===== config.mk =====
export PLATFORM = sky130hd
export DESIGN_NAME = uart_block_bridge_flat
export DESIGN_NICKNAME = d
export VERILOG_FILES = /design/src/rtl/aes_uart_pkg.sv /design/src/rtl/uart_block_bridge_if.sv /design/src/rtl/uart_block_bridge.sv /design/src/flat_wrapper.sv
export SDC_FILE = /design/constraint.sdc
export NUM_CORES = 1
export LEC_CHECK = 0
export BUFFER_PORTS_ARGS = -buffer_cell sky130_fd_sc_hd__buf_2
export CAP_MARGIN = 20
export CORE_ASPECT_RATIO = 1.2
export CORE_MARGIN = 2
export CORE_UTILIZATION = 50
export CTS_CLUSTER_DIAMETER = 120
export CTS_CLUSTER_SIZE = 25
export DETAILED_ROUTE_END_ITERATION = 12
export PLACE_DENSITY = 0.73
export SYNTH_ARGS = -nofsm -noshare
export SYNTH_HDL_FRONTEND = slang
export SYNTH_SLANG_ARGS = --single-unit
export TNS_END_PERCENT = 100

===== constraint.sdc =====
create_clock -name clk -period 3.1 [get_ports clk]
set_clock_uncertainty 0.15 [all_clocks]
set_input_delay 0.155 -clock clk [delete_from_list [all_inputs] [get_ports clk]]
set_output_delay 0.155 -clock clk [all_outputs]
set_load 0.01 [all_outputs]

===== src/rtl/aes_uart_pkg.sv =====
`default_nettype none
// ============================================================================
//  Package     : aes_uart_pkg
//  Description : Shared constants for the UART <-> AES block bridge.
//                Holds the default block size, the RX/TX state encodings and
//                a counter-width helper.
//  Revision    : 1.0 - initial release
// ============================================================================
package aes_uart_pkg;

   // Bytes per AES block
   localparam int unsigned BLOCK_BYTES_DEF = 16;

   // RX path states
   localparam logic [0:0] R_FILL = 1'b0;
   localparam logic [0:0] R_HOLD = 1'b1;

   // TX path states
   localparam logic [1:0] T_IDLE      = 2'd0;
   localparam logic [1:0] T_START     = 2'd1;
   localparam logic [1:0] T_WAIT_BUSY = 2'd2;
   localparam logic [1:0] T_WAIT_DONE = 2'd3;

   // Bits needed to index n items; never less than one bit
   function automatic int unsigned width_of(input int unsigned n);
      return (n > 1) ? $clog2(n) : 1;
   endfunction

endpackage
`default_nettype wire


===== src/rtl/uart_block_bridge_if.sv =====
`default_nettype none
// ============================================================================
//  Interface   : uart_block_bridge_if
//  Description : Valid/ready block bus carrying one AES block
//                (8*BLOCK_BYTES bits, byte 0 in the top byte lane).
//  Revision    : 1.0 - initial release
// ============================================================================
interface uart_block_bridge_if
   import aes_uart_pkg::*;
#(
   parameter int unsigned BLOCK_BYTES = BLOCK_BYTES_DEF
) ();

   logic [8*BLOCK_BYTES-1:0] data;
   logic                     valid;
   logic                     ready;

   // Producer of a block
   modport master (output data, output valid, input ready);
   // Consumer of a block
   modport slave  (input data, input valid, output ready);

endinterface
`default_nettype wire


===== src/rtl/uart_block_bridge.sv =====
`default_nettype none
// ============================================================================
//  Module      : uart_block_bridge
//  Description : Packs UART receive bytes into AES blocks (RX path) and
//                serialises AES result blocks into UART transmit bytes
//                (TX path). The two paths run independently.
//  Revision    : 1.0 - initial release
// ============================================================================
module uart_block_bridge
   import aes_uart_pkg::*;
#(
   parameter int unsigned BLOCK_BYTES  = BLOCK_BYTES_DEF,
   parameter int unsigned TIMEOUT_CLKS = 4340000
) (
   input  wire logic            clk,
   input  wire logic            rst_n,
   // UART receiver side
   input  wire logic [7:0]      i_rx_data,
   input  wire logic            i_rx_valid,
   // Block to the AES core
   uart_block_bridge_if.master  blk_in,
   // Result block from the AES core
   uart_block_bridge_if.slave   blk_out,
   // UART transmitter side
   output logic                 o_tx_start,
   output logic [7:0]           o_tx_data,
   input  wire logic            i_tx_busy,
   // Error pulses
   output logic                 o_overrun,
   output logic                 o_timeout_err
);

   localparam int unsigned c_cnt_w  = width_of(BLOCK_BYTES);
   localparam int unsigned c_idle_w = width_of(TIMEOUT_CLKS + 1);
   localparam int unsigned c_blk_w  = 8 * BLOCK_BYTES;

   localparam logic [c_cnt_w-1:0]  c_last_idx  = c_cnt_w'(BLOCK_BYTES - 1);
   // The idle counter fires on the TIMEOUT_CLKS-th idle clock
   localparam logic [c_idle_w-1:0] c_idle_last =
      c_idle_w'((TIMEOUT_CLKS == 0) ? 0 : TIMEOUT_CLKS - 1);
   localparam logic [c_cnt_w-1:0]  c_cnt_one   = c_cnt_w'(1);
   localparam logic [c_idle_w-1:0] c_idle_one  = c_idle_w'(1);

   // ------------------------------------------------------------------------
   // RX path
   // ------------------------------------------------------------------------
   logic [0:0]          r_rx_state;
   logic [c_cnt_w-1:0]  r_rx_cnt;
   logic [c_blk_w-1:0]  r_blk_in_data;
   logic                r_blk_in_valid;
   logic [c_idle_w-1:0] r_idle_cnt;
   logic                r_overrun;
   logic                r_timeout_err;

   logic                w_rx_hs;
   logic                w_rx_accept;

   // A byte arriving on the handshake cycle starts the next block, so the
   // path accepts whenever it is filling or the held block is leaving.
   assign w_rx_hs     = r_blk_in_valid & blk_in.ready;
   assign w_rx_accept = i_rx_valid & ((r_rx_state == R_FILL) | w_rx_hs);

   // Byte collection, block presentation, overrun and idle timeout
   always_ff @(posedge clk or negedge rst_n) begin
      if (!rst_n) begin
         r_rx_state     <= R_FILL;
         r_rx_cnt       <= '0;
         r_blk_in_data  <= '0;
         r_blk_in_valid <= 1'b0;
         r_idle_cnt     <= '0;
         r_overrun      <= 1'b0;
         r_timeout_err  <= 1'b0;
      end else begin
         r_overrun     <= 1'b0;
         r_timeout_err <= 1'b0;

         if (w_rx_hs) begin
            r_rx_state     <= R_FILL;
            r_blk_in_valid <= 1'b0;
         end

         if (w_rx_accept) begin
            // rx_cnt is already zero while holding, so a handshake-cycle
            // byte lands in byte lane 0
            for (int i = 0; i < BLOCK_BYTES; i++) begin
               if (r_rx_cnt == c_cnt_w'(i)) begin
                  r_blk_in_data[8*(BLOCK_BYTES-1-i) +: 8] <= i_rx_data;
               end
            end
            if (r_rx_cnt == c_last_idx) begin
               r_rx_state     <= R_HOLD;
               r_rx_cnt       <= '0;
               r_blk_in_valid <= 1'b1;
            end else begin
               r_rx_cnt <= r_rx_cnt + c_cnt_one;
            end
            r_idle_cnt <= '0;
         end else if (i_rx_valid) begin
            // Block held and not taken this cycle: the byte is lost
            r_overrun <= 1'b1;
         end else if ((r_rx_state == R_FILL) && (r_rx_cnt != '0) &&
                      (TIMEOUT_CLKS != 0)) begin
            if (r_idle_cnt == c_idle_last) begin
               r_rx_cnt      <= '0;
               r_idle_cnt    <= '0;
               r_timeout_err <= 1'b1;
            end else begin
               r_idle_cnt <= r_idle_cnt + c_idle_one;
            end
         end
      end
   end

   assign blk_in.data   = r_blk_in_data;
   assign blk_in.valid  = r_blk_in_valid;
   assign o_overrun     = r_overrun;
   assign o_timeout_err = r_timeout_err;

   // ------------------------------------------------------------------------
   // TX path
   // ------------------------------------------------------------------------
   logic [1:0]         r_tx_state;
   logic [c_cnt_w-1:0] r_tx_idx;
   logic [c_blk_w-1:0] r_tx_buf;
   logic               r_tx_start;
   logic [7:0]         r_tx_data;
   logic               r_out_ready;
   logic [7:0]         w_tx_byte;

   // Select byte tx_idx of the captured block, byte 0 in the top lane
   always_comb begin
      w_tx_byte = '0;
      for (int i = 0; i < BLOCK_BYTES; i++) begin
         if (r_tx_idx == c_cnt_w'(i)) begin
            w_tx_byte = r_tx_buf[8*(BLOCK_BYTES-1-i) +: 8];
         end
      end
   end

   // Block capture and byte-by-byte handoff to the transmitter.
   // Ready is registered so it stays low during reset and rises one clock
   // after release.
   always_ff @(posedge clk or negedge rst_n) begin
      if (!rst_n) begin
         r_tx_state  <= T_IDLE;
         r_tx_idx    <= '0;
         r_tx_buf    <= '0;
         r_tx_start  <= 1'b0;
         r_tx_data   <= '0;
         r_out_ready <= 1'b0;
      end else begin
         r_tx_start <= 1'b0;
         case (r_tx_state)
            T_IDLE: begin
               r_out_ready <= 1'b1;
               if (blk_out.valid && r_out_ready) begin
                  r_tx_buf    <= blk_out.data;
                  r_tx_idx    <= '0;
                  r_tx_state  <= T_START;
                  r_out_ready <= 1'b0;
               end
            end
            T_START: begin
               // Only launch a byte into an idle transmitter
               if (!i_tx_busy) begin
                  r_tx_start <= 1'b1;
                  r_tx_data  <= w_tx_byte;
                  r_tx_state <= T_WAIT_BUSY;
               end
            end
            T_WAIT_BUSY: begin
               if (i_tx_busy) begin
                  r_tx_state <= T_WAIT_DONE;
               end
            end
            T_WAIT_DONE: begin
               if (!i_tx_busy) begin
                  if (r_tx_idx == c_last_idx) begin
                     r_tx_state  <= T_IDLE;
                     r_out_ready <= 1'b1;
                  end else begin
                     r_tx_idx   <= r_tx_idx + c_cnt_one;
                     r_tx_state <= T_START;
                  end
               end
            end
            default: r_tx_state <= T_IDLE;
         endcase
      end
   end

   assign blk_out.ready = r_out_ready;
   assign o_tx_start    = r_tx_start;
   assign o_tx_data     = r_tx_data;

endmodule
`default_nettype wire


===== src/flat_wrapper.sv =====
// flat-port wrapper written by rule: the top's interface ports become plain ports
module uart_block_bridge_flat import aes_uart_pkg::*;
#(
   parameter int unsigned BLOCK_BYTES  = BLOCK_BYTES_DEF,
   parameter int unsigned TIMEOUT_CLKS = 4340000
)
  (clk, rst_n, i_rx_data, i_rx_valid, o_tx_start, o_tx_data, i_tx_busy, o_overrun, o_timeout_err, blk_in_data, blk_in_valid, blk_in_ready, blk_out_data, blk_out_valid, blk_out_ready);
  uart_block_bridge_if #(.BLOCK_BYTES(BLOCK_BYTES)) blk_in_i ();
  uart_block_bridge_if #(.BLOCK_BYTES(BLOCK_BYTES)) blk_out_i ();
  input  wire logic clk;
  input  wire logic rst_n;
  input  wire logic [7:0] i_rx_data;
  input  wire logic i_rx_valid;
  output logic o_tx_start;
  output logic [7:0] o_tx_data;
  input  wire logic i_tx_busy;
  output logic o_overrun;
  output logic o_timeout_err;
  output wire logic [$bits(blk_in_i.data)-1:0] blk_in_data;
  output wire logic [$bits(blk_in_i.valid)-1:0] blk_in_valid;
  input wire logic [$bits(blk_in_i.ready)-1:0] blk_in_ready;
  input wire logic [$bits(blk_out_i.data)-1:0] blk_out_data;
  input wire logic [$bits(blk_out_i.valid)-1:0] blk_out_valid;
  output wire logic [$bits(blk_out_i.ready)-1:0] blk_out_ready;
  assign blk_in_data = blk_in_i.data;
  assign blk_in_valid = blk_in_i.valid;
  assign blk_in_i.ready = blk_in_ready;
  assign blk_out_i.data = blk_out_data;
  assign blk_out_i.valid = blk_out_valid;
  assign blk_out_ready = blk_out_i.ready;
  uart_block_bridge #(.BLOCK_BYTES(BLOCK_BYTES), .TIMEOUT_CLKS(TIMEOUT_CLKS)) u_core (.clk(clk), .rst_n(rst_n), .i_rx_data(i_rx_data), .i_rx_valid(i_rx_valid), .blk_in(blk_in_i), .blk_out(blk_out_i), .o_tx_start(o_tx_start), .o_tx_data(o_tx_data), .i_tx_busy(i_tx_busy), .o_overrun(o_overrun), .o_timeout_err(o_timeout_err));
endmodule

==> results of run 1 <==
## placed cells by master (no fill, tap or decap), types with 19 or more instances in the layout
cell type and n:
o22ai_1 24, inv_1 21, nand3_1 19, buf_2 281, nor2_1 31, dlygate4sd3_1 133, nand2_1 68, mux2_2 257
a21oi_1 47, o21ai_0 39, dfrtp_1 303
## cell families (layout without fill, tap and decap cells)
| group | count (synthesis) | in the layout | share of synthesized area [%] |
|---|---|---|---|
| AOI/OAI and AO/OA | 194 | 194 | 9.69 |
| xor gates and xnor gates | 2 | 2 | 0.131 |
| adders and majority gates | 13 | 13 | 1.22 |
| buffers and inverters | 87 | 472 | 2.57 |
| DFF | 303 | 303 | 56.7 |
| muxes | 263 | 263 | 22.1 |
| other | 0 | 3 | 0 |
| and+or+nand+nor | 198 | 198 | 7.61 |
## synth_stat cells (all sizes together) (4+ instances only)
master,count
nor2b,9
o21ai,43
inv,21
dfrtp,303
or3,5
clkbuf,53
o22ai,24
a211oi,8
mux2i,6
a221o,7
nor4,6
nor2,31
o2111ai,8
or4,7
nand2,76
and3,7
o31ai,4
a21oi,47
nand2b,6
nand3,20
a221oi,15
a22oi,11
mux2,257
nor3,16
ha,13
o41a,8
buf,12
nand4,4
## per-stage QoR
step                      std cells  instance area [um^2]
after global routing           1782                 16900
after global placement         1629                 15200
final                          1783                 16900
after detailed placement       1629                 15200
after floorplan                1060                 13400
after CTS                      1780                 16900
## path summary, 6_finish.rpt
check	endpoint	slack, ns
max	u_core.o_tx_data[2]	0.35
min	u_core.blk_in.data[118]	0.02
max reg2reg	u_core.o_tx_data[2]	0.35
min reg2reg	u_core.blk_in.data[40]	0.35
max in group asynchronous	u_core.r_tx_buf[95]	1.72
min in group asynchronous	u_core.r_tx_buf[56]	0.08
## timing repair
action,in CTS,in global routing
endpoints found under the hold margin,230,0
hold buffers,133,0
endpoints found under the setup margin,0,0
setup buffers,0,0
gates resized for setup,0,0
## cell type report
| class | instances | area (um^2) |
|---|---|---|
| diodes | 3 | 7.51 |
| clock buffers | 16 | 400 |
| clock inverters | 2 | 46.3 |
| fillers | 1954 | 9330 |
| inverters | 22 | 82.6 |
| multi-input cells | 670 | 5460 |
| flip-flops and latches | 303 | 7580 |
| well taps | 335 | 419 |
| repair buffers | 432 | 2940 |
## layer usage
metal | track usage, % | part of all wire [%] | vias to the layer above
li1 | - | - | 4617
met1 | 33.2 | 39 | 5103
met2 | 46.6 | 51 | 366
met3 | 5.25 | 6.3 | 74
met4 | 9.96 | 3.6 | 0
met5 | 0 | 0 | -
## worst max-delay path, cell delays in order, from the launching register on
cell	delay, ns
dfrtp_1	0.43
inv_1	0.10
ha_1	0.40
nor2b_1	0.23
a221o_1	0.35
a211oi_1	0.57
o41a_1	0.30
o22ai_1	0.09
## state kept, by name (all words and copies together), names as in the netlist, 2 cells and up
register / count
u_core.blk_in.data: 128
u_core.o_tx_data: 8
u_core.r_idle_cnt: 23
u_core.r_rx_cnt: 4
u_core.r_tx_buf: 128
u_core.r_tx_idx: 4
u_core.r_tx_state: 2
## power by group through the flow
stage	clock [W]	combinational, W	sequential (W)
after floorplan	0	0.00340	0.00696
after global placement	0	0.00565	0.00687
after detailed placement	0	0.00577	0.00694
after CTS	0.00230	0.00593	0.00688
after global routing	0.00244	0.00643	0.00711
final	0.00225	0.00594	0.00694
==> flow_metrics.py, run 1 <==
metrics = {
    "run_status": {
        "status": "complete, no violations",
    },
    "drt": {
        "dr.pass1.iters": 5,
        "vias": 10160,
        "antenna_left": 0,
        "routedWlPerCell_um": 21.2,
        "viasPerCell": 5.70,
        "initialDrtViolationCount": 599,
        "drcViolationCount": 0,
        "wl_um": 37800,
    },
    "layout": {
        "nets": 1600,
        "area_growth_pct": 26.7,
        "drive_gt1_share_pct": 40.9,
        "utilization_pct": 64.5,
    },
    "hold_path": {
        "min_path_cells": 2,
        "min_from": "i_rx_data[6]",
        "hp-class": "input port to register",
    },
    "power_and_ir_drop": {
        "powerDensity_mw_per_mm2": 892,
        "p_comb_share_pct": 39.3,
        "p_leak_nw": 7.94,
        "pwr-share-clk_pct": 14.9,
        "vdd_drop_max_mv": 0.719,
        "p_sw_w": 0.00547,
        "p_seq_share_pct": 45.9,
        "swShare_pct": 36.2,
        "p_total_w": 0.0151,
        "p_int_w": 0.00964,
    },
    "floorplan": {
        "rows": 65,
        "core_region_area_mm2": 0.0263,
        "die_width_um": 153,
        "fp.dieArea_mm2": 0.0281,
        "start_util_pct": 50.9,
        "io_pins": 283,
        "die_y_um": 183,
    },
    "worst_setup_path": {
        "critPathCaptureType": "register",
        "critPathLaunchType": "register",
        "critPathMaxFanout": 12,
        "r2r_cells": 7,
        "cp.required_ns": 3.34,
        "setup.worst_path.start": "u_core.r_tx_idx[1]",
        "r2r-start": "u_core.r_tx_idx[1]",
        "critPathKind": "register to register",
        "crit_arrival_ns": 2.99,
    },
    "synth": {
        "ys_types": 59,
        "synthesis.instances": 1060,
        "ys_ff_latch": 303,
        "synth_top_cell_by_area": "dfrtp_1",
        "synth-seq-area-share_pct": 56.7,
        "ys_warn_count": 0,
        "synthesis.area_mm2": 0.0134,
        "synth_edf_count": 0,
        "synthFlopType": "dfrtp_1",
        "ys_async_sr_fraction_pct": 100,
        "syn-mean-instance-area_um2": 12.6,
        "yosysTopAreaCellShare_pct": 56.7,
        "synth_area_leaders": "dfrtp_1 57%, mux2_2 22%, nand2_1 1.9%",
        "synthesis.nets": 1215,
    },
    "placed_design": {
        "hpwl_um": 25300,
        "gp_congestion": 0.896,
        "dp_slack_ns": 0.447,
        "io_buffers": 282,
    },
    "global_route": {
        "grt_start_max_net_pins": 95,
        "grt_pass1_vias": 10750,
        "track_usage_pct": 26.8,
        "grt_pass1_wl_um": 59400,
        "grt_overflow": 0,
        "antenna_found_initial": 2,
    },
    "timing": {
        "period_share_pct": 88.9,
        "timing.hold.ws_ns": 0.0247,
        "tightest_slew_ns": 0.777,
        "layout_min_cycle_time_ns": 2.75,
        "maxSlewViolCount": 0,
        "fmax_mhz": 363,
        "hold_viol_final": 0,
        "relSlewSlack_pct": 48.2,
        "fin_setup_tns_ns": 0,
        "fin_ws_ns": 0.345,
        "rsz0062_at_grt": "no",
        "setup_viol": 0,
    },
    "clocking": {
        "cts.clk_slew.worst_paths_ns": 0.10,
        "max-clock-path-buffers": 3,
        "htreeDepth": 1,
        "clock_sinks": 303,
        "insertion_delay_ns": 0.51,
        "ctsRootBufferMaster": "clkbuf_16",
        "cts_tree": "done",
        "cts_buffers": 16,
    },
    "run": {
        "max_cap_viol_count": 0,
    },
}
Note: power is estimated with default switching activity, not from simulation.
==> run 2: changes to the inputs <==
ABC_AREA = 1   (was unset)
==> run 2 against run 1 <==
Net effect:
- largest power group unchanged
- combinational power shrank 7.1%
- area after synthesis decreased by 1.1%
- sequential power shrank 5.5%
- largest cell class unchanged
==> flow_metrics.py, run 2 <==
metrics = {
    "synth": {
        "synthFlopType": "dfrtp_1",
        "synth_area_leaders": "dfrtp_1 57%, nand2_1 7.8%, a21oi_1 5.9%",
        "ys_ff_latch": 303,
        "synthesis.area_mm2": 0.0132,
        "synthesis.nets": 1608,
        "synthesis.instances": 1453,
        "ys_warn_count": 0,
        "yosysMostFrequentCell": "dfrtp_1",
        "syn-mean-instance-area_um2": 9.11,
        "synth-seq-area-share_pct": 57.3,
        "synth_edf_count": 0,
        "synth_top_cell_by_area": "dfrtp_1",
        "yosysTopAreaCellShare_pct": 57.3,
        "ys_types": 45,
        "synth_common_cells": "303 x dfrtp_1, 276 x nand2_1, 155 x a21oi_1",
        "ys_async_sr_fraction_pct": 100,
    },
    "floorplan": {
        "core_region_area_mm2": 0.0262,
        "die_width_um": 153,
        "io_pins": 283,
        "fp.dieArea_mm2": 0.0278,
        "start_util_pct": 50.5,
        "die_y_um": 182,
        "rows": 65,
    },
    "global_route": {
        "grt-busiest-layer": "met2",
        "antenna_found_initial": 1,
        "grtUsageMet3_pct": 6.29,
        "grt_pass1_wl_um": 60900,
        "met1_usage_pct": 34.3,
        "grt_overflow": 0,
        "grt_start_max_net_pins": 78,
        "gr-usage-met2_pct": 46.4,
        "grt_pass1_vias": 11655,
        "track_usage_pct": 26.9,
    },
    "timing": {
        "tightest_slew_ns": 0.949,
        "rsz0062_at_grt": "no",
        "fmax_mhz": 378,
        "hold_viol_final": 0,
        "fin_setup_tns_ns": 0,
        "maxSlewViolCount": 0,
        "period_share_pct": 85.4,
        "setup_viol": 0,
        "fin_ws_ns": 0.451,
        "layout_min_cycle_time_ns": 2.65,
        "relSlewSlack_pct": 36.5,
    },
    "clocking": {
        "clock_sinks": 303,
        "cts.clk_slew.worst_paths_ns": 0.10,
        "insertion_delay_ns": 0.50,
        "htreeDepth": 1,
        "cts_buffers": 16,
        "cts_tree": "done",
        "postCtsSetupBuffers": 0,
        "ctsRootBufferMaster": "clkbuf_16",
        "max-clock-path-buffers": 3,
    },
    "placed_design": {
        "dp_slack_ns": 0.483,
        "io_buffers": 282,
        "gp_congestion": 0.921,
        "dp_cells": 2023,
        "hpwl_um": 25200,
    },
    "drt": {
        "viasPerCell": 5.25,
        "initialDrtViolationCount": 861,
        "vias": 11425,
        "routedWlPerCell_um": 17.2,
        "drcViolationCount": 0,
        "dr.pass1.iters": 6,
        "antenna_left": 0,
        "wl_um": 37500,
    },
    "layout": {
        "nets": 1995,
        "final_common_cell": "dfrtp_1",
        "final_cell_mix": "303 x dfrtp_1, 281 x buf_2, 276 x nand2_1",
        "area_growth_pct": 26.8,
        "num-fill-cells": 2115,
        "drive_gt1_share_pct": 22.9,
        "finalNonFillerCells": 2177,
    },
    "worst_setup_path": {
        "r2r-start": "u_core.r_tx_idx[0]",
        "critPathMaxFanout": 9,
        "critPathLaunchType": "register",
        "setup.worst_path.start": "u_core.r_tx_idx[0]",
        "crit_arrival_ns": 2.95,
        "critPathKind": "register to register",
        "cp.required_ns": 3.40,
        "critPathCaptureType": "register",
    },
    "hold_path": {
        "hp-class": "input port to async pin",
    },
    "power_and_ir_drop": {
        "p_total_w": 0.0144,
        "powerDensity_mw_per_mm2": 856,
        "vdd_drop_max_mv": 0.772,
        "p_leak_nw": 8.53,
    },
    "run_status": {
        "status": "complete, no violations",
    },
    "run": {
        "max_cap_viol_count": 0,
    },
}
==> run 2: cell families (layout without fill, tap and decap cells) <==
kind of cell | count (synthesis) | count (layout) | synth area share (%)
xor gates and xnor gates | 2 | 2 | 0.132
AOI/OAI and AO/OA | 302 | 302 | 11.8
buffers and inverters | 224 | 611 | 6.61
and+or+nand+nor | 553 | 553 | 18.1
muxes | 56 | 56 | 4.77
other | 0 | 2 | 0
DFF | 303 | 303 | 57.3
adders and majority gates | 13 | 13 | 1.23
==> run 2: cell type report <==
class	count	area, um^2	share of cell area (%)
timing repair buffer	428	2910	17.3
antenna	2	5.00	0.0298
multi-input combinational	926	4790	28.6
tap	335	419	2.50
clock inverter	1	30.0	0.179
clock buffer	17	425	2.54
sequential	303	7580	45.2
inverter	165	619	3.69
==> run 2: timing repair <==
action / CTS / global route
hold buffers: 133 / 0
endpoints found under the hold margin: 261 / 0
resized for setup: 0 / 1
setup endpoints to repair: 0 / 1
==> run 2: power by group <==
group / internal [W] / total (W) / switching (W)
Clock: 0.00100 / 0.00229 / 0.00128
Combinational: 0.00223 / 0.00552 / 0.00329
Sequential: 0.00561 / 0.00656 / 0.000950
==> run 2: routing by layer <==
layer / share of wire [%] / vias to the layer above
li1: - / 5461
met3: 7.6 / 71
met2: 49 / 436
met4: 2.6 / 0
met5: 0 / -
met1: 41 / 5457
==> run 2: worst paths after layout <==
check / endpoint / slack, ns / cells after the start
hold / removal: u_core.r_tx_buf[76] / 0.07 / 2
max in group asynchronous: u_core.r_tx_buf[26] / 1.74 / 3
setup reg to reg: u_core.o_tx_data[5] / 0.45 / 18
setup / recovery: u_core.o_tx_data[5] / 0.45 / 18
min in group clk: u_core.blk_in.data[119] / 0.08 / 3
hold reg to reg: u_core.blk_in.data[48] / 0.34 / 2
==> run 2: per-stage QoR <==
step                instance area, um^2  util, %  hold slack (ns)
finish                            16800     64.1           0.0745
global route                      16800     64.1           0.0986
CTS                               16800     64.0           0.0769
detailed placement                15000     57.2           0.0315
global placement                  15000     57.2           0.0363
floorplan                         13200        -           -0.291
==> run 2: worst max-delay path, stage by stage, from the launching register on <==
cell and delay, ns:
dfrtp_1 0.42, inv_1 0.13, ha_1 0.43, inv_2 0.16, nor2_8 0.21, inv_2 0.10
o21ai_0 0.21, inv_2 0.04, nand2_1 0.10, nand2_1 0.06, nand3_1 0.12, nand2_1 0.07
nand2_1 0.06, nand2_1 0.05, nand3_1 0.06, nand2_1 0.06, nand2_1 0.06, nand2_1 0.05
nand2_1 0.05
